### config.mk
export PLATFORM = sky130hd
export DESIGN_NAME = axi_rd_arbiter
export DESIGN_NICKNAME = d
export VERILOG_FILES = /design/src/rtl/axi_rd_arbiter.sv
export SDC_FILE = /design/constraint.sdc
export NUM_CORES = 1
export LEC_CHECK = 0
export BUFFER_PORTS_ARGS = -buffer_cell sky130_fd_sc_hd__buf_2
export CELL_PAD_IN_SITES_DETAIL_PLACEMENT = 1
export CELL_PAD_IN_SITES_GLOBAL_PLACEMENT = 2
export CORE_MARGIN = 5
export CORE_UTILIZATION = 23
export CTS_CLUSTER_SIZE = 30
export DETAILED_ROUTE_END_ITERATION = 10
export PLACE_DENSITY_LB_ADDON = 0.1
export SKIP_CTS_REPAIR_TIMING = 1
export SYNTH_ARGS = -nofsm -noshare
export SYNTH_HDL_FRONTEND = slang
export SYNTH_SLANG_ARGS = --single-unit
### constraint.sdc
create_clock -name aclk -period 3.3 [get_ports aclk]
set_input_delay 0.825 -clock aclk [delete_from_list [all_inputs] [get_ports aclk]]
set_output_delay 0.825 -clock aclk [all_outputs]
set_load 0.1 [all_outputs]
### src/rtl/axi_rd_arbiter.sv
// Round-robin arbiter sharing one AXI4 read port (AR/R) among NUM_M read masters.
// The winner index is prepended to ARID, and R beats are routed back using the upper ID bits.
module axi_rd_arbiter #(
   parameter  int NUM_M      = 4,
   parameter  int AXI_ADDR_W = 8,
   parameter  int AXI_DATA_W = 8,
   parameter  int AXI_ID_W   = 8,
   parameter  int MAX_OUTST  = 4,
   localparam int MIDX_W     = $clog2(NUM_M),
   localparam int OUT_ID_W   = AXI_ID_W + MIDX_W,
   localparam int CNT_W      = $clog2(MAX_OUTST + 1)
) (
   input  logic                          aclk,
   input  logic                          aresetn,
   // upstream AR
   input  logic [NUM_M-1:0]              s_arvalid,
   output logic [NUM_M-1:0]              s_arready,
   input  logic [NUM_M*AXI_ADDR_W-1:0]   s_araddr,
   input  logic [NUM_M*8-1:0]            s_arlen,
   input  logic [NUM_M*3-1:0]            s_arsize,
   input  logic [NUM_M*2-1:0]            s_arburst,
   input  logic [NUM_M*AXI_ID_W-1:0]     s_arid,
   // upstream R
   output logic [NUM_M-1:0]              s_rvalid,
   input  logic [NUM_M-1:0]              s_rready,
   output logic [AXI_ID_W-1:0]           s_rid,
   output logic [AXI_DATA_W-1:0]         s_rdata,
   output logic [1:0]                    s_rresp,
   output logic                          s_rlast,
   // downstream AR
   output logic                          m_arvalid,
   input  logic                          m_arready,
   output logic [AXI_ADDR_W-1:0]         m_araddr,
   output logic [7:0]                    m_arlen,
   output logic [2:0]                    m_arsize,
   output logic [1:0]                    m_arburst,
   output logic [OUT_ID_W-1:0]           m_arid,
   // downstream R
   input  logic                          m_rvalid,
   output logic                          m_rready,
   input  logic [OUT_ID_W-1:0]           m_rid,
   input  logic [AXI_DATA_W-1:0]         m_rdata,
   input  logic [1:0]                    m_rresp,
   input  logic                          m_rlast,
   output logic                          rsp_err
);

   typedef enum logic {
      SLOT_EMPTY = 1'b0,
      SLOT_FULL  = 1'b1
   } slot_e;

   slot_e                  slot_q, slot_d;
   logic [MIDX_W-1:0]      rr_ptr_q, rr_ptr_d;
   logic                   rsp_err_q, rsp_err_d;

   logic [AXI_ADDR_W-1:0]  ar_addr_q;
   logic [7:0]             ar_len_q;
   logic [2:0]             ar_size_q;
   logic [1:0]             ar_burst_q;
   logic [OUT_ID_W-1:0]    ar_id_q;

   logic [NUM_M-1:0]       eligible;
   logic [NUM_M-1:0]       gnt_oh;
   logic [NUM_M-1:0]       dec_oh;
   logic [NUM_M-1:0]       underflow;
   logic [MIDX_W-1:0]      cand;
   logic [MIDX_W-1:0]      gnt_idx;
   logic                   gnt_found;
   logic                   slot_can_take;
   logic                   grant;

   logic [AXI_ADDR_W-1:0]  sel_addr;
   logic [7:0]             sel_len;
   logic [2:0]             sel_size;
   logic [1:0]             sel_burst;
   logic [AXI_ID_W-1:0]    sel_id;

   logic [MIDX_W-1:0]      r_idx;
   logic                   r_idx_ok;
   logic                   r_last_hs;
   logic                   r_bad_beat;

   // ------------------------------------------------------------------
   // Round-robin search starting just after the previous winner
   // ------------------------------------------------------------------
   always_comb begin
      gnt_found = 1'b0;
      gnt_idx   = rr_ptr_q;
      cand      = rr_ptr_q;
      for (int i = 1; i <= NUM_M; i++) begin
         cand = MIDX_W'((int'(rr_ptr_q) + i) % NUM_M);
         if (!gnt_found && eligible[cand]) begin
            gnt_found = 1'b1;
            gnt_idx   = cand;
         end
      end
   end

   // Suppressing grants while reset is held keeps s_arready low during reset.
   assign slot_can_take = (slot_q == SLOT_EMPTY) || m_arready;
   assign grant         = aresetn && slot_can_take && gnt_found;

   // Winner payload mux
   always_comb begin
      sel_addr  = '0;
      sel_len   = '0;
      sel_size  = '0;
      sel_burst = '0;
      sel_id    = '0;
      for (int k = 0; k < NUM_M; k++) begin
         if (gnt_idx == MIDX_W'(k)) begin
            sel_addr  = s_araddr[k*AXI_ADDR_W +: AXI_ADDR_W];
            sel_len   = s_arlen[k*8 +: 8];
            sel_size  = s_arsize[k*3 +: 3];
            sel_burst = s_arburst[k*2 +: 2];
            sel_id    = s_arid[k*AXI_ID_W +: AXI_ID_W];
         end
      end
   end

   // ------------------------------------------------------------------
   // AR output slot: state register / next state / outputs
   // ------------------------------------------------------------------
   always_ff @(posedge aclk or negedge aresetn) begin
      if (!aresetn) begin
         slot_q   <= SLOT_EMPTY;
         rr_ptr_q <= MIDX_W'(NUM_M - 1);
      end else begin
         slot_q   <= slot_d;
         rr_ptr_q <= rr_ptr_d;
      end
   end

   always_comb begin
      slot_d   = slot_q;
      rr_ptr_d = rr_ptr_q;
      case (slot_q)
         SLOT_EMPTY: begin
            if (grant) begin
               slot_d   = SLOT_FULL;
               rr_ptr_d = gnt_idx;
            end
         end
         SLOT_FULL: begin
            if (grant) begin
               rr_ptr_d = gnt_idx;
            end else if (m_arready) begin
               slot_d = SLOT_EMPTY;
            end
         end
         default: slot_d = SLOT_EMPTY;
      endcase
   end

   always_comb begin
      m_arvalid = (slot_q == SLOT_FULL);
      s_arready = '0;
      if (grant) begin
         s_arready = gnt_oh;
      end
   end

   always_ff @(posedge aclk or negedge aresetn) begin
      if (!aresetn) begin
         ar_addr_q  <= '0;
         ar_len_q   <= '0;
         ar_size_q  <= '0;
         ar_burst_q <= '0;
         ar_id_q    <= '0;
      end else if (grant) begin
         ar_addr_q  <= sel_addr;
         ar_len_q   <= sel_len;
         ar_size_q  <= sel_size;
         ar_burst_q <= sel_burst;
         ar_id_q    <= {gnt_idx, sel_id};
      end
   end

   assign m_araddr  = ar_addr_q;
   assign m_arlen   = ar_len_q;
   assign m_arsize  = ar_size_q;
   assign m_arburst = ar_burst_q;
   assign m_arid    = ar_id_q;

   // ------------------------------------------------------------------
   // R routing by the upper ID bits; indices beyond NUM_M are sunk
   // ------------------------------------------------------------------
   assign r_idx    = m_rid[OUT_ID_W-1 -: MIDX_W];
   assign r_idx_ok = ({1'b0, r_idx} < (MIDX_W+1)'(NUM_M));

   always_comb begin
      s_rvalid = '0;
      m_rready = 1'b1;
      if (r_idx_ok) begin
         s_rvalid[r_idx] = m_rvalid;
         m_rready        = s_rready[r_idx];
      end
   end

   assign s_rid   = m_rid[AXI_ID_W-1:0];
   assign s_rdata = m_rdata;
   assign s_rresp = m_rresp;
   assign s_rlast = m_rlast;

   assign r_last_hs  = m_rvalid && m_rready && m_rlast && r_idx_ok;
   assign r_bad_beat = m_rvalid && !r_idx_ok;

   // ------------------------------------------------------------------
   // Per-master outstanding-burst counters
   // ------------------------------------------------------------------
   for (genvar gi = 0; gi < NUM_M; gi++) begin : g_master
      logic [CNT_W-1:0] cnt_q, cnt_d;

      assign gnt_oh[gi]    = (gnt_idx == MIDX_W'(gi));
      assign dec_oh[gi]    = r_last_hs && (r_idx == MIDX_W'(gi));
      assign eligible[gi]  = s_arvalid[gi] && (cnt_q < CNT_W'(MAX_OUTST));
      // A completion with nothing outstanding is a protocol error even if a
      // grant lands in the same cycle, since that burst is not downstream yet.
      assign underflow[gi] = dec_oh[gi] && (cnt_q == '0);

      always_comb begin
         cnt_d = cnt_q;
         if (grant && gnt_oh[gi] && !dec_oh[gi]) begin
            cnt_d = cnt_q + CNT_W'(1);
         end else if (dec_oh[gi] && !(grant && gnt_oh[gi]) && (cnt_q != '0)) begin
            cnt_d = cnt_q - CNT_W'(1);
         end
      end

      always_ff @(posedge aclk or negedge aresetn) begin
         if (!aresetn) begin
            cnt_q <= '0;
         end else begin
            cnt_q <= cnt_d;
         end
      end
   end

   // ------------------------------------------------------------------
   // Sticky response error
   // ------------------------------------------------------------------
   assign rsp_err_d = rsp_err_q || r_bad_beat || (|underflow);

   always_ff @(posedge aclk or negedge aresetn) begin
      if (!aresetn) begin
         rsp_err_q <= 1'b0;
      end else begin
         rsp_err_q <= rsp_err_d;
      end
   end

   assign rsp_err = rsp_err_q;

endmodule

# After elaboration in Yosys (flattened, before gate mapping)
# Cells that the tools add are included.
[op_classes] addsub=12 n_lt_le_gt_ge=10 n_eq_ne=6 mux=54 n_bitwise=2 n_reduce_logical=64
[ops] operator="2-to-1 mux 8 bit" count=12
[ops] operator="logical AND 1 bit" count=36
[ops] operator="2-to-1 mux 3 bit" count=12
[ops] operator="2-to-1 mux 2 bit" count=9
[ops] operator="< comparator 2 x 3 -> 1 bit, second input constant" count=5
[ops] operator="2-to-1 mux 1 bit" count=13
[ops] operator="adder 3 x 1 -> 3 bit, second input constant" count=4
[ops] operator="logical NOT 3 bit" count=4
[ops] operator="< comparator 3 bit, second input constant" count=4
[ops] operator="nonzero test 3 bit" count=4
[ops] operator="subtractor 3 x 1 -> 3 bit, second input constant" count=4
[ops] operator="logical NOT 1 bit" count=11
[ops] operator="binary-select mux 1 bit (select 2 bit)" count=5
[ops] operator="equality test 2 bit, second input constant" count=4
[ops] operator="nonzero test 2 bit" count=4
[ops] operator="adder 2 x 1 -> 2 bit, second input constant" count=2
[ops] operator="adder 2 bit, second input constant" count=2
[ops] operator="AND 4 bit" count=1
[ops] operator="equality test 2 x 1 -> 1 bit, second input constant" count=2
[ops] operator="logical NOT 2 bit" count=2
[ops] operator="2-to-1 mux 4 bit" count=1
[ops] operator="OR reduction 4 bit" count=1
[ops] operator="demux 1 bit (select 2 bit)" count=1
[ops] operator="greater-or-equal comparator 2 x 1 -> 1 bit, second input constant" count=1
[ops] operator="3 further kinds" count=4
[totals] ff_bits=47 elab_cells=160

# Logic depth before layout (Yosys ltp)
# Gate-level depths: netlist of run 1.
[depth] ltp_word=21 mapped_depth=12 depth_no_buf=10

# Worst setup path after synthesis of run 1
# No wires, ideal clock.
[synth_timing] path_kind="input to register" startpoint="input port s_arvalid[2]" endpoint="register g_master[0].cnt_q[1]" setup_ps=192 t_arrival_ps=3767 required_time_ps=3108 setup_slack_ps=-658 cell_stages=9 n_path_buf=0 cell_sequence="nor2b_2 o22ai_1 mux2_4 nor4_4 nand2_1 fa_1 mux2_2 nand2_1 o21ai_0"
[synth_between] elab_cells_between_ends=32 cone_classes="mux: 17; reduce/logical: 15"
[synth_rtl] item="start, declared" line="16" text="input logic [NUM_M-1:0] s_arvalid,"
[synth_rtl] item="logical AND 1 bit (*)" line="217" text="assign eligible[gi] = s_arvalid[gi] && (cnt_q < CNT_W'(MAX_OUTST));"
[synth_rtl] item="binary-select mux 1 bit (select 2 bit)" line="93" text="if (!gnt_found && eligible[cand]) begin"
[synth_rtl] item="2-to-1 mux 1 bit (not written as such)" line="93"
[synth_rtl] item="2-to-1 mux 1 bit" line="93"
[synth_rtl] item="logical NOT 1 bit" line="93"
[synth_rtl] item="logical AND 1 bit" line="93"
[synth_rtl] item="2-to-1 mux 1 bit" line="93"
[synth_rtl] item="logical NOT 1 bit" line="93"
[synth_rtl] item="logical AND 1 bit" line="93"
[synth_rtl] item="2-to-1 mux 1 bit" line="93"
[synth_rtl] item="logical NOT 1 bit" line="93"
[synth_rtl] item="logical AND 1 bit" line="93"
[synth_rtl] item="2-to-1 mux 2 bit / 2-to-1 mux 1 bit (equally long branches)" line="93"
[synth_rtl] item="logical NOT 2 bit / logical AND 1 bit (equally long branches)" line="215, 102"
[synth_rtl] item="logical AND 1 bit (*) (2 in series)" line="224" text="if (grant && gnt_oh[gi] && !dec_oh[gi]) begin"
[synth_rtl] item="2-to-1 mux 3 bit (*)" line="224"
[synth_rtl] item="named net g_master[0].cnt_d[1]" line="213" text="logic [CNT_W-1:0] cnt_q, cnt_d;"
[synth_rtl] item="end signal, assigned" line="235" text="cnt_q <= cnt_d;"
[synth_rtl] item="end, declared" line="213"
# Mark *: on every way through the listed nets, which the timed path passes. The rest lies on a longest branch. The select of a mux whose other input is x is not followed.
# A chain may end at the register's enable or synchronous reset.

# Final worst setup path of run 1
[layout_timing] startpoint="input port s_arvalid[3]" endpoint="output port s_arready[0]"
[layout_between] elab_chain_cells=15 elab_cells_between_ends=26 cone_classes="mux: 17; reduce/logical: 9"
[layout_rtl] item="logical AND 1 bit (*)" line="217"
[layout_rtl] item="binary-select mux 1 bit (select 2 bit)" line="93"
[layout_rtl] item="2-to-1 mux 1 bit (not written as such)" line="93"
[layout_rtl] item="2-to-1 mux 1 bit" line="93"
[layout_rtl] item="logical NOT 1 bit" line="93"
[layout_rtl] item="logical AND 1 bit" line="93"
[layout_rtl] item="2-to-1 mux 1 bit" line="93"
[layout_rtl] item="logical NOT 1 bit" line="93"
[layout_rtl] item="logical AND 1 bit" line="93"
[layout_rtl] item="2-to-1 mux 1 bit" line="93"
[layout_rtl] item="logical NOT 1 bit" line="93"
[layout_rtl] item="logical AND 1 bit" line="93"
[layout_rtl] item="2-to-1 mux 2 bit / 2-to-1 mux 1 bit (equally long branches)" line="93"
[layout_rtl] item="logical NOT 2 bit / logical AND 1 bit (equally long branches)" line="215, 102"
[layout_rtl] item="2-to-1 mux 4 bit (*)" line="159" text="if (grant) begin"
[layout_rtl] item="end, declared" line="17" text="output logic [NUM_M-1:0] s_arready,"
# Every way passes the cells marked *; elsewhere a longest branch is shown, timed or not. The select of a mux whose other input is x is not followed.

==> flow_summary_export.csv, run 1 <==
group,metric,value,unit
place,placement.io_buffers,173,
logic_synthesis,synthCells,348,
global_routing,grt_pass1_vias,3658,
logic_synthesis,async_reset_ff_frac,1.00,
logic_synthesis,synth-xor-area-share,0.00789,
timing,hold_viol_final,0,
logic_synthesis,synth_seq_cells,47,
logic_synthesis,ys_top_cells_by_area,"dfrtp_1 34%, mux2i_1 9.3%, a211oi_1 5.0%, buf_4 5.0%, a22oi_1 4.7%",
detailed_routing,drt-total-wl,12.0,mm
timing,hold_ws,0.491,ns
setup_path,crit_buf_inv,3,
flow_run,max_cap_viol_count,0,
global_routing,grt_max_degree,48,
setup_path,cp_data_arrival_time,2.24,ns
clock_tree,root_buffer,"clkbuf_16",
layout,syn2layout_area_growth,36.9,%
logic_synthesis,synth_area_per_cell,9.57,um^2
clock_tree,numCtsBuffers,5,
die,die_x,130,um
place,place_area,4380,um^2
global_routing,grt_overflow,0,
logic_synthesis,synth_cell_types,54,
detailed_routing,via_per_inst,4.82,
timing,finalSetupTns,0,ns
place,place_hpwl,9.22,mm
die,rows,44,
power,finalPower,4.90,mW
logic_synthesis,synth_fp_nets,501,
die,die_area,17000,um^2
clock_tree,clk_path_buf_depth,2,
logic_synthesis,synth_top_cell_area_share,0.338,
timing,slew_headroom,0.405,
status,status,"completed",
power,peakVddDrop,0.000396,V
global_routing,antenna_found_initial,0,
layout,stdcell_count,686,
logic_synthesis,synthMuxAreaShare,0.126,
timing,grt_setup_unrepaired,"false",
setup_path,slowest_delay,0.40,ns
die,ios,210,
setup_path,crit_path_end_kind,"output pin",
clock_tree,cts_tree,"done",
global_routing,grt_pass1_wl,18.8,mm
timing,skew,0.00443,ns
clock_tree,clkSinkCount,47,
layout,drive_gt1_frac,0.442,
setup_path,crit_slowest_cell,"o41ai_2",
clock_tree,h-tree-depth,2,
setup_path,cp_top_family,"simple AND/OR/NAND/NOR gates",
logic_synthesis,ys.flop_type,"dfrtp_1",
layout,design_area,4560,um^2
logic_synthesis,yosys.area.top_type,"dfrtp_1",
setup_path,worstSetupPathType,"in -> out",
global_routing,grt_use_total,0.142,
timing,setup_viol_count_final,0,
timing,post-route-period-util,0.929,
detailed_routing,wl_per_cell,17.4,um
clock_tree,path_clk_slew,0.07,ns
detailed_routing,drt-initial-drc-count,89,
setup_path,worstPathRequired,2.47,ns
logic_synthesis,synth_top_family_by_area,"compound AO/OA/AOI/OAI gates",
timing,max_slew.worst_pin.slew,0.890,ns
timing,maxSlewViolCount,0,
layout,final_nets,654,
timing,fin_crit,3.07,ns
detailed_routing,post-route-drc-count,0,
logic_synthesis,ys_seq_area_frac,0.354,
layout,antenna_cells,0,
detailed_routing,ant_nets,0,
detailed_routing,first_pass_iters,4,
logic_synthesis,synth_edf_count,0,
power,leakage,2.11,nW
logic_synthesis,synth_compound_area_frac,0.262,
hold_path,hp-class,"reg -> reg",
logic_synthesis,synth_area,3330,um^2
logic_synthesis,synth_fa_ha_area_frac,0.0241,
die,core-area,14400,um^2
setup_path,cp_cell_sequence,"buf_2, nor2b_2, o41ai_2, nand2b_2, nor4_4, buf_4, buf_12",
place,gp_congestion,0.771,
timing,fmax,326,MHz
die,start_util,0.232,
logic_synthesis,synth_simple_gate_area_share,0.148,
setup_path,worstSetupStartpointType,"input pin",
die,die_y,130,um
place,place_inst,678,
setup_path,worstPathMaxFanout,8,
power,powerDensity,1080,nW/um^2
detailed_routing,vias,3309,
clock_tree,clk_latency,0.30,ns
logic_synthesis,yosysWarnings,0,
==> metrics by stage <==
stage               setup slack [ns]  utilization
floorplan                     -0.618            -
global placement               0.200        0.305
detailed placement             0.116        0.305
CTS                            0.208        0.317
global route                   0.157        0.317
finish                         0.234        0.317
==> logic make-up (layout without fill, tap and decap cells) <==
| kind of cell | count (synthesis) | count (layout) |
|---|---|---|
| simple gates | 91 | 91 |
| mux | 38 | 38 |
| compound gates | 120 | 120 |
| buf+inv | 45 | 199 |
| fa+ha+maj | 4 | 4 |
| flops | 47 | 47 |
| xor+xnor | 3 | 3 |
==> cell usage in the layout (no fill, tap or decap), types with 5 or more instances in the layout <==
master / instances
a211oi_1: 22
a21oi_1: 6
a22oi_1: 21
a2bb2oi_1: 18
and3_1: 12
buf_12: 5
buf_2: 169
buf_4: 14
clkbuf_16: 5
dfrtp_1: 45
mux2i_1: 31
nand2_1: 13
nor2_1: 30
o21ai_0: 9
o21ai_1: 18
o22ai_1: 8
==> metal layers <==
metal	up-vias	track usage	wire [um]
met4	0	0.0550	209
li1	1608	-	-
met3	14	0.0368	801
met1	1588	0.174	5040
met2	99	0.238	5920
met5	-	0	0
==> flip-flops by register name, indices dropped and copies added (netlist names) <==
name and count:
m_arsize 3, m_araddr 8, m_arvalid 1, m_arid 10
rr_ptr_q 2, m_arburst 2, m_arlen 8, g_master.cnt_q 12
rsp_err 1
==> worst paths after layout <==
| path | depth (start not counted) | slack (ns) | end | start |
|---|---|---|---|---|
| max in group asynchronous | 2 | 2.16 | m_araddr[4]$_DFFE_PN0N_ | aresetn |
| worst max-delay path | 7 | 0.23 | s_arready[0] | s_arvalid[3] |
| min in group asynchronous | 2 | 0.68 | g_master[0].cnt_q[0]$_DFFE_PN0P_ | aresetn |
| worst max register to register | 9 | 0.52 | g_master[2].cnt_q[2]$_DFFE_PN0P_ | g_master[3].cnt_q[2]$_DFFE_PN0P_ |
| worst min register to register | 2 | 0.49 | m_arid[9]$_DFFE_PN0N_ | m_arid[9]$_DFFE_PN0N_ |
| worst min-delay path | 2 | 0.49 | m_arid[9]$_DFFE_PN0N_ | m_arid[9]$_DFFE_PN0N_ |
==> synthesized netlist by cell type (4+ instances only) <==
| master | instances |
|---|---|
| o21ai_0 | 9 |
| nand2b_1 | 4 |
| mux2i_1 | 31 |
| buf_2 | 8 |
| buf_4 | 22 |
| nand3_1 | 4 |
| a21oi_1 | 6 |
| a22oi_1 | 21 |
| a2bb2oi_1 | 18 |
| dfrtp_1 | 45 |
| o22ai_1 | 8 |
| nor2_1 | 30 |
| a211oi_1 | 22 |
| nor2b_1 | 6 |
| fa_1 | 4 |
| clkbuf_1 | 12 |
| and3_1 | 12 |
| nand2_1 | 14 |
| o21ai_1 | 18 |
==> power by group <==
group	total (mW)	internal, mW	switching, mW
combinational	3.21	0.868	2.34
clock	0.612	0.362	0.249
sequential	1.08	0.847	0.236
==> final cells by class <==
cell class / count / area (um^2)
fillers: 1730 / 9810
multi-input cells: 256 / 1910
flip-flops and latches: 47 / 1180
repair buffers: 188 / 1050
well taps: 184 / 230
clock buffers: 5 / 125
clock inverters: 3 / 47.5
inverters: 3 / 11.3
==> worst register-to-register path: stages (launching register included) <==
cell	delay (ns)
dfrtp_1	0.47
nand2b_1	0.22
o22a_1	0.25
mux2i_4	0.27
buf_4	0.43
nand3_1	0.15
fa_1	0.43
nor2_1	0.10
o21ai_0	0.09
o311ai_0	0.26
(Power assumes the default switching activity.)
==> run 2, diff against run 1 <==
--- a/constraint.sdc
+++ b/constraint.sdc
@@ -3,2 +3,2 @@
 set_output_delay 0.825 -clock aclk [all_outputs]
-set_load 0.1 [all_outputs]
+set_load 0.05 [all_outputs]
==> run 2 against run 1 <==
Net effect:
- combinational power shrank 25%
- global-route usage shrank 0.51 points
- first-iteration DRC count shrank 34%
- sequential share of layout area grew 0.38 points
- count of clock-buffer cells in the layout grew 1
- register-to-register slack is essentially flat
- routed wire length shrank 0.27%
- sequential power is essentially flat
- clock skew grew 0.00060 ns
- critical path type unchanged
- largest cell class unchanged
- largest power group unchanged
==> flow_summary_export.csv, run 2 (synthesis gave the netlist of run 1 again) <==
group,metric,value,unit
status,status,"completed",
detailed_routing,drt-total-wl,11.9,mm
layout,drive_gt1_frac,0.444,
setup_path,cp_cell_sequence,"buf_2, nor2b_2, o22a_1, mux2_2, nor4_4, buf_2",
hold_path,hp-class,"reg -> reg",
detailed_routing,via_per_inst,4.83,
power,peakVddDrop,0.000356,V
timing,skew,0.00503,ns
die,die_area,17000,um^2
detailed_routing,vias,3320,
setup_path,reg2reg_from,"g_master[1].cnt_q[2]$_DFFE_PN0P_",
setup_path,worstPathMaxFanout,7,
clock_tree,numCtsBuffers,5,
setup_path,crit_path_end_kind,"output pin",
clock_tree,h-tree-depth,2,
timing,setup_viol_count_final,0,
layout,multi_input_area,1910,um^2
die,ios,210,
setup_path,worstSetupStartpointType,"input pin",
detailed_routing,wl_per_cell,17.3,um
die,core-area,14400,um^2
power,leakage,2.09,nW
global_routing,grt_pass1_wl,18.1,mm
global_routing,antenna_found_initial,1,
clock_tree,clk_latency,0.30,ns
layout,final_cell_mix,"173 x buf_2, 45 x dfrtp_1, 31 x mux2i_1",
detailed_routing,post-route-drc-count,0,
die,rows,44,
layout,largest_reg_flops,12,
global_routing,grt_overflow,0,
layout,final_nets,656,
clock_tree,clkSinkCount,47,
timing,finalSetupTns,0,ns
timing,post-route-period-util,0.966,
setup_path,cp_data_arrival_time,2.36,ns
layout,syn2layout_area_growth,34.9,%
setup_path,reg2reg_slack,0.53,ns
hold_path,hold_depth,2,
power,powerDensity,900,nW/um^2
layout,antenna_cells,0,
detailed_routing,drt-initial-drc-count,59,
timing,hold_viol_final,0,
hold_path,hold_end,"m_arid[9]$_DFFE_PN0N_",
place,place_inst,680,
clock_tree,path_clk_slew,0.07,ns
layout,largest_register,"g_master.cnt_q",
clock_tree,root_buffer,"clkbuf_16",
setup_path,r2r-end,"g_master[1].cnt_q[2]$_DFFE_PN0P_",
setup_path,rr_worst_depth,10,
global_routing,grt_use_total,0.137,
timing,fin_crit,3.19,ns
detailed_routing,ant_nets,0,
timing,maxSlewViolCount,0,
clock_tree,clk_path_buf_depth,2,
timing,fmax,314,MHz
flow_run,max_cap_viol_count,0,
detailed_routing,first_pass_iters,3,
setup_path,slowest_delay,0.38,ns
layout,seqCellArea,1180,um^2
die,die_y,130,um
layout,final_common_cell,"buf_2",
setup_path,crit_top_cell,"buf_2",
place,gp_congestion,0.781,
setup_path,worstPathRequired,2.47,ns
timing,max_slew.worst_pin.slew,0.842,ns
place,placement.io_buffers,173,
layout,nFillCells,1712,
die,start_util,0.232,
timing,grt_setup_unrepaired,"false",
setup_path,worstSetupPathType,"in -> out",
hold_path,hp-start,"m_arid[9]$_DFFE_PN0N_",
place,place_hpwl,9.32,mm
global_routing,grt_pass1_vias,3484,
timing,slew_headroom,0.436,
global_routing,grt_max_degree,48,
setup_path,crit_slowest_cell,"nor4_4",
layout,stdcell_count,688,
clock_tree,cts_tree,"done",
die,die_x,130,um
run 2: power breakdown:
group / switching, mW / total (mW) / internal, mW / leakage (nW)
registers: 0.234 / 1.08 / 0.847 / 0.546
logic: 1.57 / 2.42 / 0.848 / 1.47
clock network: 0.240 / 0.544 / 0.303 / 0.0731
total: 2.04 / 4.04 / 2.00 / 2.09
run 2: worst max-delay path, delay by kind of cell:
kind,cells,cell delay [ns]
buffers and inverters,2,0.46
multiplexers,1,0.32
AND/OR/NAND/NOR,2,0.54
AO/OA/AOI/OAI,1,0.22
run 2: worst max path at each step:
stage | startpoint | endpoint | slack [ns] | depth (start not counted)
2_1_floorplan | s_arvalid[0] | g_master[0].cnt_q[1]$_DFFE_PN0P_ | -0.07 | 10
3_3_place_gp | s_arvalid[1] | s_arready[2] | 0.09 | 6
3_5_place_dp | s_arvalid[1] | s_arready[2] | 0.09 | 6
4_1_cts | s_arvalid[1] | s_arready[2] | 0.1 | 6
5_1_grt | s_arvalid[1] | s_arready[2] | 0.01 | 6
6_report | s_arvalid[1] | s_arready[2] | 0.11 | 6
run 2: cell type report:
class                      count  area share
sequential                    47       0.262
multi-input combinational    256       0.425
clock inverter                 2     0.00362
inverter                       3     0.00251
timing repair buffer         190       0.224
clock buffer                   6      0.0309
tap                          184      0.0513
run 2: layer usage:
| metal | wire length (um) | track usage |
|---|---|---|
| met5 | 20 | 0 |
| met1 | 4890 | 0.164 |
| met4 | 134 | 0.0318 |
| met3 | 923 | 0.0503 |
| met2 | 5960 | 0.234 |
run 2: metrics by stage:
stage | instance area, um^2 | power, mW | worst slack [ns] | hold WS, ns | util
2_1_floorplan | 3340 | 2.92 | -0.0670 | 0.511 | -
3_3_place_gp | 4340 | 3.52 | 0.0896 | 0.457 | 0.302
3_5_place_dp | 4340 | 3.56 | 0.0916 | 0.457 | 0.302
4_1_cts | 4490 | 4.13 | 0.0962 | 0.475 | 0.313
5_1_grt | 4490 | 4.34 | 0.0108 | 0.493 | 0.313
6_report | 4490 | 4.04 | 0.111 | 0.472 | 0.313
